===== config.mk =====
export PLATFORM = sky130hd
export DESIGN_NAME = load_cell_cond
export DESIGN_NICKNAME = d
export VERILOG_FILES = /design/src/rtl/load_cell_cond.sv
export SDC_FILE = /design/constraint.sdc
export NUM_CORES = 1
export LEC_CHECK = 0
export BUFFER_PORTS_ARGS = -buffer_cell sky130_fd_sc_hd__buf_2
export CELL_PAD_IN_SITES_DETAIL_PLACEMENT = 1
export CELL_PAD_IN_SITES_GLOBAL_PLACEMENT = 2
export CORE_ASPECT_RATIO = 1.2
export CORE_MARGIN = 10
export CORE_UTILIZATION = 46
export CTS_BUF_LIST = sky130_fd_sc_hd__clkbuf_8
export CTS_CLUSTER_DIAMETER = 80
export DETAILED_ROUTE_END_ITERATION = 10
export MAX_ROUTING_LAYER = met4
export PLACE_DENSITY_LB_ADDON = 0.1
export SYNTH_ARGS = -nofsm -noshare
export SYNTH_HDL_FRONTEND = slang
export SYNTH_SLANG_ARGS = --single-unit

===== constraint.sdc =====
create_clock -name clk -period 13.2 [get_ports clk]
set_input_delay 1.32 -clock clk [delete_from_list [all_inputs] [get_ports clk]]
set_output_delay 1.32 -clock clk [all_outputs]
set_load 0.01 [all_outputs]

===== src/rtl/load_cell_cond.sv =====
// load_cell_cond: per-side 4-sample moving average of the left/right load
// cells, registered weight/imbalance flags derived from the filtered values,
// and the saturating rider-settle timer.
module load_cell_cond #(
  parameter logic [11:0] MIN_RIDER_WEIGHT = 12'h200,
  parameter logic [11:0] HYSTERESIS       = 12'h040,
  parameter int          FAST_SIM         = 0
) (
  input  logic        clk,
  input  logic        rst_n,
  input  logic        ld_vld,
  input  logic [11:0] lft_ld,
  input  logic [11:0] rght_ld,
  input  logic        clr_tmr,
  output logic        sum_gt_min,
  output logic        sum_lt_min,
  output logic        diff_gt_1_4,
  output logic        diff_gt_15_16,
  output logic        tmr_full
);

  localparam int TW = (FAST_SIM != 0) ? 15 : 26;

  // Weight thresholds widened to the 13-bit sum domain.
  localparam logic [12:0] HI_THR = {1'b0, MIN_RIDER_WEIGHT} + {1'b0, HYSTERESIS};
  localparam logic [12:0] LO_THR = {1'b0, MIN_RIDER_WEIGHT} - {1'b0, HYSTERESIS};

  // Window sum divided by 4, truncated.
  function automatic logic [11:0] avg_of(input logic [13:0] acc);
    return 12'(acc >> 2);
  endfunction

  function automatic logic [11:0] abs_diff(input logic [11:0] a, input logic [11:0] b);
    return (a >= b) ? (a - b) : (b - a);
  endfunction

  // Counter increment that sticks at all-ones instead of wrapping.
  function automatic logic [TW-1:0] sat_inc(input logic [TW-1:0] c);
    return (&c) ? c : (c + TW'(1));
  endfunction

  logic [11:0] r_lwin_p0 [4];
  logic [11:0] r_rwin_p0 [4];
  logic [13:0] r_lacc_p0;
  logic [13:0] r_racc_p0;
  logic [2:0]  r_fill_p0;

  logic        r_gt_p1;
  logic        r_lt_p1;
  logic        r_d14_p1;
  logic        r_d1516_p1;

  logic [TW-1:0] r_tmr;

  logic [11:0] w_lavg;
  logic [11:0] w_ravg;
  logic [12:0] w_sum;
  logic [11:0] w_diff;
  logic [12:0] w_sum_q4;
  logic [12:0] w_sum_15_16;

  // ---- stage p0: sliding windows and running sums, advanced on each strobe
  always_ff @(posedge clk) begin
    if (!rst_n) begin
      for (int i = 0; i < 4; i++) begin
        r_lwin_p0[i] <= '0;
        r_rwin_p0[i] <= '0;
      end
      r_lacc_p0 <= '0;
      r_racc_p0 <= '0;
      r_fill_p0 <= '0;
    end else if (ld_vld) begin
      r_lacc_p0    <= r_lacc_p0 + {2'b00, lft_ld}  - {2'b00, r_lwin_p0[3]};
      r_racc_p0    <= r_racc_p0 + {2'b00, rght_ld} - {2'b00, r_rwin_p0[3]};
      r_lwin_p0[0] <= lft_ld;
      r_rwin_p0[0] <= rght_ld;
      for (int i = 1; i < 4; i++) begin
        r_lwin_p0[i] <= r_lwin_p0[i-1];
        r_rwin_p0[i] <= r_rwin_p0[i-1];
      end
      if (r_fill_p0 < 3'd4) r_fill_p0 <= r_fill_p0 + 3'd1;
    end
  end

  // Sum, imbalance and threshold arithmetic on the filtered values.
  always_comb begin
    w_lavg      = avg_of(r_lacc_p0);
    w_ravg      = avg_of(r_racc_p0);
    w_sum       = {1'b0, w_lavg} + {1'b0, w_ravg};
    w_diff      = abs_diff(w_lavg, w_ravg);
    w_sum_q4    = w_sum >> 2;
    w_sum_15_16 = w_sum - (w_sum >> 4);
  end

  // ---- stage p1: registered flags, held at "no rider, balanced" until the window is full
  always_ff @(posedge clk) begin
    if (!rst_n || (r_fill_p0 < 3'd4)) begin
      r_gt_p1    <= 1'b0;
      r_lt_p1    <= 1'b1;
      r_d14_p1   <= 1'b0;
      r_d1516_p1 <= 1'b0;
    end else begin
      r_gt_p1    <= w_sum > HI_THR;
      r_lt_p1    <= w_sum < LO_THR;
      r_d14_p1   <= {1'b0, w_diff} > w_sum_q4;
      r_d1516_p1 <= {1'b0, w_diff} > w_sum_15_16;
    end
  end

  // Settle timer: clear wins, otherwise count up and stick at full scale.
  always_ff @(posedge clk) begin
    if (!rst_n || clr_tmr) r_tmr <= '0;
    else                   r_tmr <= sat_inc(r_tmr);
  end

  assign sum_gt_min    = r_gt_p1;
  assign sum_lt_min    = r_lt_p1;
  assign diff_gt_1_4   = r_d14_p1;
  assign diff_gt_15_16 = r_d1516_p1;
  assign tmr_full      = &r_tmr;

endmodule


======== Word-level counts from Yosys, hierarchy flattened ========
Memories as Yosys holds them, arrays and structs flattened.
Cells that the tools add are included.
operators by class
  add/sub/neg operators ................... 10
  magnitude comparators ................... 6
  muxes and demuxes ....................... 13
  bitwise gates (word level) .............. 8
  reduce and logical (&&, ||, !) cells .... 5
operator list
  kind                   count
  $mux 12                9
  $add 14x12->14         2
  $sub 14x12->14         2
  $add 26x1->26 const B  1
  $reduce_and 26->1      1
  $sub 12x12->12         2
  $add 12x12->13         1
  $gt 12x13->1           1
  $gt 13x10->1 const B   1
  $lt 13x9->1 const B    1
  $sub 13x9->13          1
  $ge 12x12->1           1
  $gt 12x11->1           1
  $or 1x1->1             8
  $mux 1                 4
  $add 3x1->3 const B    1
  $lt 3x3->1 const B     1
  $logic_or 1x1->1       2
  $reduce_and 2->1       1
  $logic_not 1->1        1
storage, ports and cells
  register bits ........................... 61
  memory bits (writable) .................. 96
  input port bits ......................... 28
  output and inout port bits .............. 5
  memories kept ........................... 2
memory list
  name       depth  width  read ports  clocked after Yosys merged registers in  wr ports  RTL line  source
  r_lwin_p0  4      12     4           0                                        4         42        logic [11:0] r_lwin_p0 [4];
  r_rwin_p0  4      12     4           0                                        4         43        logic [11:0] r_rwin_p0 [4];

======== Depth between registers and ports, before layout ========
Gate-level depths: netlist of run 1.
  word-level depth ........................ 4
  depth in mapped cells ................... 21

======== Worst setup path after synthesis of run 1 ========
No wires, ideal clock.
  path type ............................... input to register
  from .................................... in lft_ld[1]
  to ...................................... reg r_lacc_p0[13]
  library setup time ...................... 0.115 ns
  arrival time ............................ 4.307 ns
  data required time ...................... 13.085 ns
  setup slack ............................. 8.778 ns
  stages .................................. 14
  buffers on the path ..................... 0
  cell sequence ........................... inv_1 fa_1 inv_1 ha_1 a21o_1 a21o_1 a2111oi_0 o31ai_1 o41ai_1 o21ai_0 xnor2_1 nand2_1 xnor2_1 and2_1
between the ends
  longest elaborated chain between the ends .. 2
ends and longest elaborated chain
  item                  RTL line  source
  from (decl)           12        input logic [11:0] lft_ld,
  $add 14x12->14        73        r_lacc_p0 <= r_lacc_p0 + {2'b00, lft_ld} - {2'b00, r_lwin_p0[3]};
  $sub 14x12->14        73
  to (signal assigned)  73
  to (decl)             44        logic [13:0] r_lacc_p0;
Every way passes these cells.
A chain may end at the register's enable or synchronous reset.

======== Final worst setup path of run 1 ========
  from .................................... reg r_racc_p0[3]
  to ...................................... reg r_d1516_p1, in the netlist diff_gt_15_16
between the ends
  longest elaborated chain between the ends .. 3
  elaborated cells between the ends (all ways) .. 7
ends and longest elaborated chain
  item                                          RTL line  source
  from (decl)                                   45        logic [13:0] r_racc_p0;
  from (signal assigned)                        74        r_racc_p0 <= r_racc_p0 + {2'b00, rght_ld} - {2'b00, r_rwin_p0[3]};
  $add 12x12->13, or another cell as far along  89        w_sum = {1'b0, w_lavg} + {1'b0, w_ravg};
  $sub 13x9->13 or $mux 12 (tied branches)      92, 34
  $gt 12x13->1 (*)                              106       r_d1516_p1 <= {1'b0, w_diff} > w_sum_15_16;
  to (signal assigned)                          106
  to (decl)                                     51        logic r_d1516_p1;
Every way passes the cells marked *; elsewhere a longest branch is shown, timed or not.

==> flow_summary.json, run 1 <==
{
  "rows": 59,
  "clock.fmax_ghz": 0.1994,
  "cts_setup_buffers": 0,
  "fin_nets": 1212,
  "syn-cell-area_mm2": 0.01030,
  "max_stage_delay_ns": 0.49,
  "cp-end-kind": "register",
  "start_util_pct": 47.13,
  "drv_cap": 0,
  "cts_sinks": 157,
  "cts_resized": 0,
  "io_pins": 33,
  "grt_pass1_vias": 7699,
  "path_cells": "inv_1, fa_1, o21bai_1, a21oi_1, xnor2_1, inv_1, ha_1, fa_1, nor2b_1, a221oi_2, o31a_1, o31ai_1, a21oi_1, xor2_1, ha_1, nand3_1, nor2_1, a41o_1, a211oi_1",
  "synth_fa_ha_area_share_pct": 16.86,
  "syn_inst": 1044,
  "clock_skew_ns": 0.01846,
  "clockBufferDepth": 2,
  "drc": 0,
  "dp_hpwl_um": 18000,
  "yosysUniqueCellTypes": 61,
  "crit_fanout": 5,
  "fp.coreArea_mm2": 0.02185,
  "die_h_um": 183.9,
  "synth_nets": 1194,
  "synth.area.mux_share_pct": 2.855,
  "synth_compound_area_share_pct": 10.73,
  "drive_above_1_share_pct": 8.558,
  "cts_hold_buf": 0,
  "cts_tree": "yes",
  "syn2layout_area_growth_pct": 7.897,
  "critical_path_class": "register to register",
  "syn_avg_cell_area_um2": 9.865,
  "setup_tns_ns": 0,
  "ant_nets": 0,
  "tightest_slew_ns": 1.004,
  "yosys.area_share.simple_pct": 16.12,
  "synth_top_family_by_area": "adder cells",
  "overflow": 0,
  "yosys_register_bits": 157,
  "ys.flop_type": "edfxtp_1",
  "globalplace.congestion": 0.8143,
  "fp.dieArea_mm2": 0.02880,
  "slowest_stage": "fa_1",
  "synth_edf_count": 96,
  "arrival_ns": 5.40,
  "drt-total-wl_um": 23750,
  "post_drt_wl_per_cell_um": 17.60,
  "ys_warn_count": 0,
  "grt_use_total_pct": 17.41,
  "setup_viol": 0,
  "rsz0062_at_grt": "no",
  "cts_root_buf": "clkbuf_8",
  "numCtsBuffers": 17,
  "diodes": 0,
  "critical-path-top-delay-family": "compound AO/OA/AOI/OAI gates",
  "synthArstFlopShare_pct": 0,
  "fin_crit_ns": 5.014,
  "worst_ep_required_time_ns": 13.58,
  "die_w_um": 156.6,
  "drtIter0Drc": 253,
  "relSlewSlack_pct": 33.03,
  "clock_latency_ns": 0.46,
  "worst-path-buf-inv": 2,
  "status": "finished, final reports clean",
  "vias_per_cell": 5.368,
  "hold_violations": 0,
  "path_clk_slew_ns": 0.10,
  "antenna_found_initial": 0,
  "numPortBuffers": 32,
  "worst_setup_path_start_kind": "register",
  "seq_area_frac_synth_pct": 39.85,
  "grt_pass1_wl_um": 38920,
  "dr.pass1.iters": 4,
  "synthXorXnorAreaFrac_pct": 7.241,
  "hp-class": "register to register",
  "period_share_pct": 37.98,
  "maxSlewViolCount": 0,
  "via_count": 7242,
  "grt_max_degree": 62,
  "htree_levels": 4
}
## cell usage in the layout (no fill, tap or decap), types with 4 or more instances in the layout
cell type | netlist | final
buf_2 | 3 | 32
clkbuf_8 | 0 | 17
inv_1 | 134 | 133
nor2_1 | 90 | 90
o31ai_1 | 7 | 7
o211ai_1 | 5 | 5
nand3_1 | 15 | 15
o22ai_1 | 6 | 6
mux2i_1 | 26 | 26
o21bai_1 | 5 | 5
fa_1 | 28 | 28
and2_1 | 9 | 9
xnor2_1 | 44 | 44
nand4_1 | 10 | 10
xor2_1 | 33 | 33
buf_4 | 0 | 6
o21ai_0 | 31 | 31
nand2b_1 | 5 | 5
a211oi_1 | 5 | 5
edfxtp_1 | 96 | 96
ha_1 | 94 | 94
o21a_1 | 8 | 8
and3_1 | 81 | 81
nand2_1 | 44 | 44
nor2b_1 | 33 | 33
o41ai_1 | 5 | 5
a21oi_1 | 41 | 41
dfxtp_1 | 61 | 61
nor3_1 | 13 | 13
a31oi_1 | 6 | 6
and4_1 | 6 | 6
a21o_1 | 12 | 12
inv_6 | 0 | 4
nor4_1 | 4 | 4
## routing by layer
metal / part of all wire (%) / wire [µm] / global-route usage, % / vias to the layer above
met2: 51 / 12130 / 30.29 / 50
met1: 46 / 10820 / 20.47 / 3555
met4: 1.8 / 430 / 5.331 / 0
met5: 0 / 0 / - / -
li1: - / - / - / 3618
met3: 1.5 / 366 / 2.294 / 19
## sequential cells by signal, indices dropped and copies added (netlist names)
name,cells
r_fill_p0,3
sum_lt_min,1
r_racc_p0,14
sum_gt_min,1
r_tmr,26
r_lacc_p0,14
r_lwin_p0,48
r_rwin_p0,48
diff_gt_1_4,1
diff_gt_15_16,1
## synth_stat cells (all sizes together), types with 4 or more instances
library cell / n / area [µm²]
dfxtp: 61 / 1221
a211oi: 7 / 77.58
nand2b: 5 / 31.28
mux2i: 26 / 260.3
nand2: 44 / 165.2
nor2b: 33 / 206.5
nand3: 15 / 75.07
edfxtp: 96 / 2883
inv: 134 / 503.0
buf: 6 / 26.27
and3: 81 / 506.7
xor2: 34 / 305.3
o31ai: 7 / 52.55
fa: 28 / 560.5
o211ai: 6 / 50.05
xnor2: 46 / 417.9
nand4: 10 / 62.56
or2: 4 / 25.03
ha: 94 / 1176
a21o: 12 / 90.09
clkbuf: 33 / 123.9
o21ai: 33 / 165.2
o21a: 8 / 60.06
a31oi: 6 / 37.54
and4: 6 / 52.55
a21oi: 42 / 214.0
and2: 9 / 56.30
nor2: 90 / 337.8
a21boi: 4 / 33.78
o22ai: 6 / 37.54
o41ai: 5 / 43.79
o21bai: 5 / 37.54
nor3: 13 / 65.06
nor4: 4 / 25.02
## path summary, 6_finish.rpt
check | end | cells after the start | start | slack, ns
setup reg to reg | diff_gt_15_16 | 19 | r_racc_p0[3] | 8.19
setup / recovery | diff_gt_15_16 | 19 | r_racc_p0[3] | 8.19
hold reg to reg | r_racc_p0[1] | 1 | r_racc_p0[1] | 0.49
hold / removal | r_racc_p0[1] | 1 | r_racc_p0[1] | 0.49
## kinds of logic (layout without fill, tap and decap cells)
group | count (synthesis) | after routing
adders and majority gates | 122 | 122
muxes | 29 | 29
and+or+nand+nor | 321 | 321
buffers and inverters | 173 | 204
DFF | 157 | 157
AOI/OAI and AO/OA | 161 | 161
xor gates and xnor gates | 81 | 81
## worst reg2reg max path, stage by stage (launching register included)
cell and delay, ns:
dfxtp_1 0.44, inv_1 0.22, fa_1 0.49, o21bai_1 0.19, a21oi_1 0.11, xnor2_1 0.45
inv_1 0.16, ha_1 0.28, fa_1 0.41, nor2b_1 0.17, a221oi_2 0.10, o31a_1 0.31
o31ai_1 0.44, a21oi_1 0.16, xor2_1 0.16, ha_1 0.31, nand3_1 0.11, nor2_1 0.05
a41o_1 0.23, a211oi_1 0.15
## area by class of cell
class                   instances  area (µm²)
clock buffers                  17       234.0
clock inverters                15       178.9
fillers                      2456       10740
inverters                     134       505.5
multi-input cells             714        5542
flip-flops and latches        157        4104
well taps                     274       342.8
repair buffers                 38       205.2
## stage by stage
stage	setup WS [ns]	std cells	cell area (µm²)	hold slack, ns	utilization, %
CTS	8.176	1349	11110	0.4928	50.85
global route	7.787	1349	11110	0.5150	50.85
detailed placement	8.024	1317	10700	0.4681	48.96
global placement	8.104	1317	10700	0.4655	48.96
floorplan	8.778	1044	10300	0.4539	-
finish	8.186	1349	11110	0.4899	50.85
Power of run 1 is not shown: default switching activity piles up to over one toggle a cycle in this logic, so the estimate is an artifact.
==> inputs of run 2 (changes only) <==
--- a/config.mk
+++ b/config.mk
@@ -5,12 +5,13 @@
 export SDC_FILE = /design/constraint.sdc
 export NUM_CORES = 1
 export LEC_CHECK = 0
+export ABC_AREA = 1
 export BUFFER_PORTS_ARGS = -buffer_cell sky130_fd_sc_hd__buf_2
 export CELL_PAD_IN_SITES_DETAIL_PLACEMENT = 1
 export CELL_PAD_IN_SITES_GLOBAL_PLACEMENT = 2
 export CORE_ASPECT_RATIO = 1.2
 export CORE_MARGIN = 10
-export CORE_UTILIZATION = 46
+export CORE_UTILIZATION = 39
 export CTS_BUF_LIST = sky130_fd_sc_hd__clkbuf_8
 export CTS_CLUSTER_DIAMETER = 80
 export DETAILED_ROUTE_END_ITERATION = 10
==> constraint.sdc (replaced) <==
create_clock -name clk -period 5.2 [get_ports clk]
set_input_delay 0.52 -clock clk [delete_from_list [all_inputs] [get_ports clk]]
set_output_delay 0.52 -clock clk [all_outputs]
set_load 0.01 [all_outputs]
==> flow_summary.json, run 2 <==
{
  "status": "finished, final reports clean",
  "synth.area.mux_share_pct": 0,
  "pre_cts_slack_ns": 0.7374,
  "ant_nets": 0,
  "rows": 67,
  "ff2ff_path_depth": 23,
  "overflow": 0,
  "cts_resized": 0,
  "grt_max_degree": 81,
  "die_w_um": 174.5,
  "path_cells": "inv_1, ha_1, inv_2, a21oi_1, nand3_1, nand2_1, nand2_1, nand2_1, nand2_1, a21oi_1, ha_1, a21oi_1, inv_1, nor2_1, nand3_1, nand2_1, nand2_1, ha_1, nand3_1, o41ai_1, a21oi_1, nand2_1, nor2_1",
  "diodes": 0,
  "via_count": 8847,
  "syn_inst": 1427,
  "cts_tree": "yes",
  "worst_ep_required_time_ns": 5.58,
  "antenna_found_initial": 0,
  "synthTopCellsByArea": "edfxtp_1 26%, dfxtp_1 11%, ha_1 11%, inv_1 10%, nand2_1 8.0%",
  "maxSlewViolCount": 0,
  "drv_cap": 0,
  "clock_skew_ns": 0.02267,
  "path_clk_slew_ns": 0.10,
  "drc": 0,
  "grt_pass1_wl_um": 48460,
  "grt_use_total_pct": 17.25,
  "synth_compound_area_share_pct": 9.769,
  "htree_levels": 4,
  "rsz0062_at_grt": "no",
  "fp.dieArea_mm2": 0.03583,
  "hold_path_depth": 3,
  "arrival_ns": 4.85,
  "ys.flop_type": "edfxtp_1",
  "holdPathEnd": "r_lacc_p0[13]",
  "slowest_stage": "ha_1",
  "start_util_pct": 39.77,
  "period_share_pct": 85.94,
  "syn_avg_cell_area_um2": 7.826,
  "setup_viol": 0,
  "dr.pass1.iters": 4,
  "globalplace.congestion": 0.8621,
  "clockBufferDepth": 2,
  "crit_path_frequent_cell": "nand2_1",
  "syn-cell-area_mm2": 0.01117,
  "max_stage_delay_ns": 0.59,
  "hold_violations": 0,
  "n_fill_cell": 3503,
  "synth_nets": 1577,
  "fin_crit_ns": 4.469,
  "min-delay-start": "ld_vld",
  "relSlewSlack_pct": 29.32,
  "regToRegSetupSlack_ns": 0.73,
  "numCtsBuffers": 17,
  "syn2layout_area_growth_pct": 7.843,
  "seq_area_frac_synth_pct": 36.75,
  "vias_per_cell": 4.785,
  "numPortBuffers": 32,
  "critical_path_class": "register to register",
  "worst_setup_path_start_kind": "register",
  "yosys.area.top_type": "edfxtp_1",
  "synth_top_family_by_area": "simple AND/OR/NAND/NOR gates",
  "hp-class": "input pin to register",
  "ys_top_cells_by_count": "312 x inv_1, 237 x nand2_1, 166 x nor2_1",
  "fin_nets": 1607,
  "reg.largest.list": "r_lwin_p0: 48 flops, r_rwin_p0: 48 flops, r_tmr: 26 flops",
  "synth_top_area_share_pct": 25.81,
  "cts_sinks": 157,
  "clock_latency_ns": 0.47,
  "hold_ws_ns": 0.3509,
  "post_drt_wl_per_cell_um": 15.46,
  "synth_edf_count": 96,
  "drive_above_1_share_pct": 9.320,
  "fp.coreArea_mm2": 0.02808,
  "setup_tns_ns": 0,
  "yosys.area_share.simple_pct": 23.12,
  "io_pins": 33,
  "r2r_start": "r_lacc_p0[7]",
  "synthArstFlopShare_pct": 0,
  "cts_setup_buffers": 0,
  "yosysUniqueCellTypes": 53,
  "final_common_cell": "inv_1",
  "die_h_um": 205.4,
  "synthXorXnorAreaFrac_pct": 2.644,
  "worst_slack_ns": 0.7312,
  "timing.rr.end": "diff_gt_15_16",
  "drtIter0Drc": 223,
  "grt_pass1_vias": 9504,
  "synth_fa_ha_area_share_pct": 15.55,
  "crit_fanout": 10,
  "cts_root_buf": "clkbuf_8",
  "clock.fmax_ghz": 0.2238,
  "tightest_slew_ns": 1.060,
  "yosys_register_bits": 157,
  "dp_hpwl_um": 23180,
  "layout_common_cells": "314 x inv_1, 235 x nand2_1, 166 x nor2_1",
  "cp-end-kind": "register",
  "drt-total-wl_um": 28580,
  "cts_hold_buf": 0,
  "ys_warn_count": 0,
  "synth_most_common_cell": "inv_1"
}
## run 2: cell types whose count changed after synthesis, sizes merged, moves of 26 or more
cell   before  now
inv       134  322
nand3      15   70
and3       81    1
nand2      44  269
nor2b      33    0
xnor2      46   10
a21oi      42   93
mux2i      26    0
nor2       90  175
o21ai      33   65
## run 2: cell families after synthesis
family / count (synthesis)
DFF: 157
xor gates and xnor gates: 32
and+or+nand+nor: 572
AOI/OAI and AO/OA: 195
adders and majority gates: 122
buffers and inverters: 349
## run 2: routing by layer
layer	vias up	part of all wire [%]	GRT usage, %
met3	19	1.2	2.402
met5	-	0	-
li1	4570	-	-
met1	4211	47	20.56
met4	0	1.1	3.760
met2	47	51	30.43
## run 2: layout make-up
type,instances,area [µm²],share of cell area (%)
clock buffer,17,234.0,1.943
clock inverter,15,100.1,0.8311
inverter,324,1221,10.14
multi-input combinational,921,5720,47.50
sequential,157,4104,34.07
tap,379,474.2,3.937
timing repair buffer,36,190.2,1.579
## run 2: worst max-delay path by stage
stage,start,to,slack [ns],depth (start not counted)
final,r_lacc_p0[7],diff_gt_15_16,0.73,23
after global routing,r_lacc_p0[7],diff_gt_15_16,0.35,23
after CTS,r_lacc_p0[7],diff_gt_15_16,0.73,23
after detailed placement,r_lacc_p0[7],diff_gt_15_16,0.74,23
after global placement,r_lacc_p0[3],diff_gt_15_16,0.80,24
after floorplan,ld_vld,r_lwin_p0[0][0],1.16,3
## run 2: critical path, delay by kind of cell, from the launching register on
family	cells	cell delay [ns]
AO/OA/AOI/OAI	5	1.31
adder cells (fa/ha/maj)	3	1.28
AND/OR/NAND/NOR	12	1.12
flip-flops	1	0.38
buffers and inverters	3	0.29
## run 2: metrics by stage
stage	cell area, µm²	instances	util [%]
final	12040	1849	42.89
after global routing	12040	1849	42.89
after CTS	12040	1849	42.89
after detailed placement	11710	1817	41.70
after global placement	11710	1817	41.70
after floorplan	11170	1427	-
Power of run 2 is left out for the same reason.
==> inputs of run 3 (changes only) <==
--- a/config.mk
+++ b/config.mk
@@ -6,7 +6,7 @@
 export NUM_CORES = 1
 export LEC_CHECK = 0
 export ABC_AREA = 1
-export BUFFER_PORTS_ARGS = -buffer_cell sky130_fd_sc_hd__buf_2
+export BUFFER_PORTS_ARGS = -buffer_cell sky130_fd_sc_hd__buf_4
 export CELL_PAD_IN_SITES_DETAIL_PLACEMENT = 1
 export CELL_PAD_IN_SITES_GLOBAL_PLACEMENT = 2
 export CORE_ASPECT_RATIO = 1.2
@@ -16,7 +16,7 @@
 export CTS_CLUSTER_DIAMETER = 80
 export DETAILED_ROUTE_END_ITERATION = 10
 export MAX_ROUTING_LAYER = met4
-export PLACE_DENSITY_LB_ADDON = 0.1
+export PLACE_DENSITY = 0.8
 export SYNTH_ARGS = -nofsm -noshare
 export SYNTH_HDL_FRONTEND = slang
 export SYNTH_SLANG_ARGS = --single-unit
==> flow_summary.json, run 3 (synthesis gave the netlist of run 2 again) <==
{
  "via_count": 8997,
  "antenna_found_initial": 0,
  "numCtsBuffers": 17,
  "fp.coreArea_mm2": 0.02808,
  "grt_pass1_wl_um": 48400,
  "worst_ep_required_time_ns": 5.58,
  "hold_violations": 0,
  "pre_cts_slack_ns": 0.9360,
  "hold_ws_ns": 0.3329,
  "die_w_um": 174.5,
  "overflow": 0,
  "max_stage_delay_ns": 0.56,
  "dp_hpwl_um": 23160,
  "drtIter0Drc": 326,
  "crit_fanout": 10,
  "die_h_um": 205.4,
  "diodes": 0,
  "grt_pass1_vias": 9674,
  "critical-path-top-delay-family": "compound AO/OA/AOI/OAI gates",
  "post_dp_cell_area_mm2": 0.01180,
  "n_fill_cell": 3443,
  "multi_input_area_mm2": 0.005720,
  "layout_common_cells": "313 x inv_1, 235 x nand2_1, 166 x nor2_1",
  "hp-class": "input pin to register",
  "clockBufferDepth": 2,
  "cts_resized": 0,
  "drt-total-wl_um": 28930,
  "start_util_pct": 39.77,
  "reg.largest.list": "r_lwin_p0: 48 flops, r_rwin_p0: 48 flops, r_tmr: 26 flops",
  "grt_max_degree": 80,
  "slowest_stage": "ha_1",
  "vias_per_cell": 4.866,
  "syn2layout_area_growth_pct": 9.870,
  "period_share_pct": 82.00,
  "path_cells": "inv_1, ha_1, inv_2, a21oi_1, nand3_1, nand2_1, nand2_1, nand2_1, nand2_1, a21oi_1, ha_1, a21oi_1, inv_1, nor2_1, nand3_1, nand2_1, nand2_1, ha_1, nand3_1, o41ai_1, a21oi_1, nand2_1, nor2_1",
  "crit_path_frequent_cell": "nand2_1",
  "drv_cap": 0,
  "cts_root_buf": "clkbuf_8",
  "cp-end-kind": "register",
  "worst_slack_ns": 0.9359,
  "critical_path_class": "register to register",
  "rows": 67,
  "fin_crit_ns": 4.264,
  "drive_above_1_share_pct": 9.524,
  "cts_tree": "yes",
  "final_common_cell": "inv_1",
  "grt_use_total_pct": 17.35,
  "fin_area_mm2": 0.01227,
  "path_clk_slew_ns": 0.09,
  "worst-path-buf-inv": 3,
  "clock_latency_ns": 0.48,
  "tightest_slew_ns": 1.030,
  "cts_setup_buffers": 0,
  "setup_viol": 0,
  "drc": 0,
  "rsz0062_at_grt": "no",
  "maxSlewViolCount": 0,
  "io_pins": 33,
  "post_drt_wl_per_cell_um": 15.65,
  "dr.pass1.iters": 5,
  "fp.dieArea_mm2": 0.03583,
  "worst_setup_path_start_kind": "register",
  "clock.fmax_ghz": 0.2345,
  "cts_hold_buf": 0,
  "cts_sinks": 157,
  "setup_tns_ns": 0,
  "clock_skew_ns": 0.02002,
  "ant_nets": 0,
  "numPortBuffers": 32,
  "arrival_ns": 4.65,
  "status": "finished, final reports clean",
  "fin_nets": 1608,
  "globalplace.congestion": 0.8801,
  "seq_area_mm2": 0.004104,
  "relSlewSlack_pct": 31.33,
  "htree_levels": 4
}
==> run 3: cell count changes in the layout (fill, tap and decap cells not counted), sizes merged <==
cell / previous run / this run
bufinv: 0 / 6
clkinv: 8 / 5
clkinvlp: 4 / 1
inv: 327 / 326
buf: 36 / 37
==> run 3: per-stage QoR <==
stage,cells,util (%)
6_report,1849,43.69
5_1_grt,1849,43.69
2_1_floorplan,1427,-
3_5_place_dp,1818,42.01
3_3_place_gp,1818,42.01
4_1_cts,1849,43.69
==> run 3: tightest hold or removal path, stage by stage <==
cell,delay (ns)
buf_4,0.13
nand2_1,0.07
a21oi_1,0.05
==> run 3: area by class of cell <==
cell class,count,share of cell area (%)
repair buffers,37,2.264
inverters,324,9.952
well taps,379,3.865
clock inverters,14,1.948
multi-input cells,921,46.62
clock buffers,17,1.907
flip-flops and latches,157,33.45
==> run 3: final timing paths <==
path           startpoint             to  slack [ns]  depth (start not counted)
min reg2reg  r_fill_p0[2]   r_fill_p0[2]        0.48                          2
max          r_lacc_p0[7]  diff_gt_15_16        0.94                         23
max reg2reg  r_lacc_p0[7]  diff_gt_15_16        0.94                         23
min                ld_vld  r_lacc_p0[13]        0.33                          3
==> run 3: layer usage <==
layer	up-vias	global-route usage [%]	part of all wire (%)
li1	4580	-	-
met1	4296	19.49	45
met5	-	-	0
met3	35	2.640	1.7
met2	86	31.16	51
met4	0	5.411	2.2
Power of run 3 is left out for the same reason.
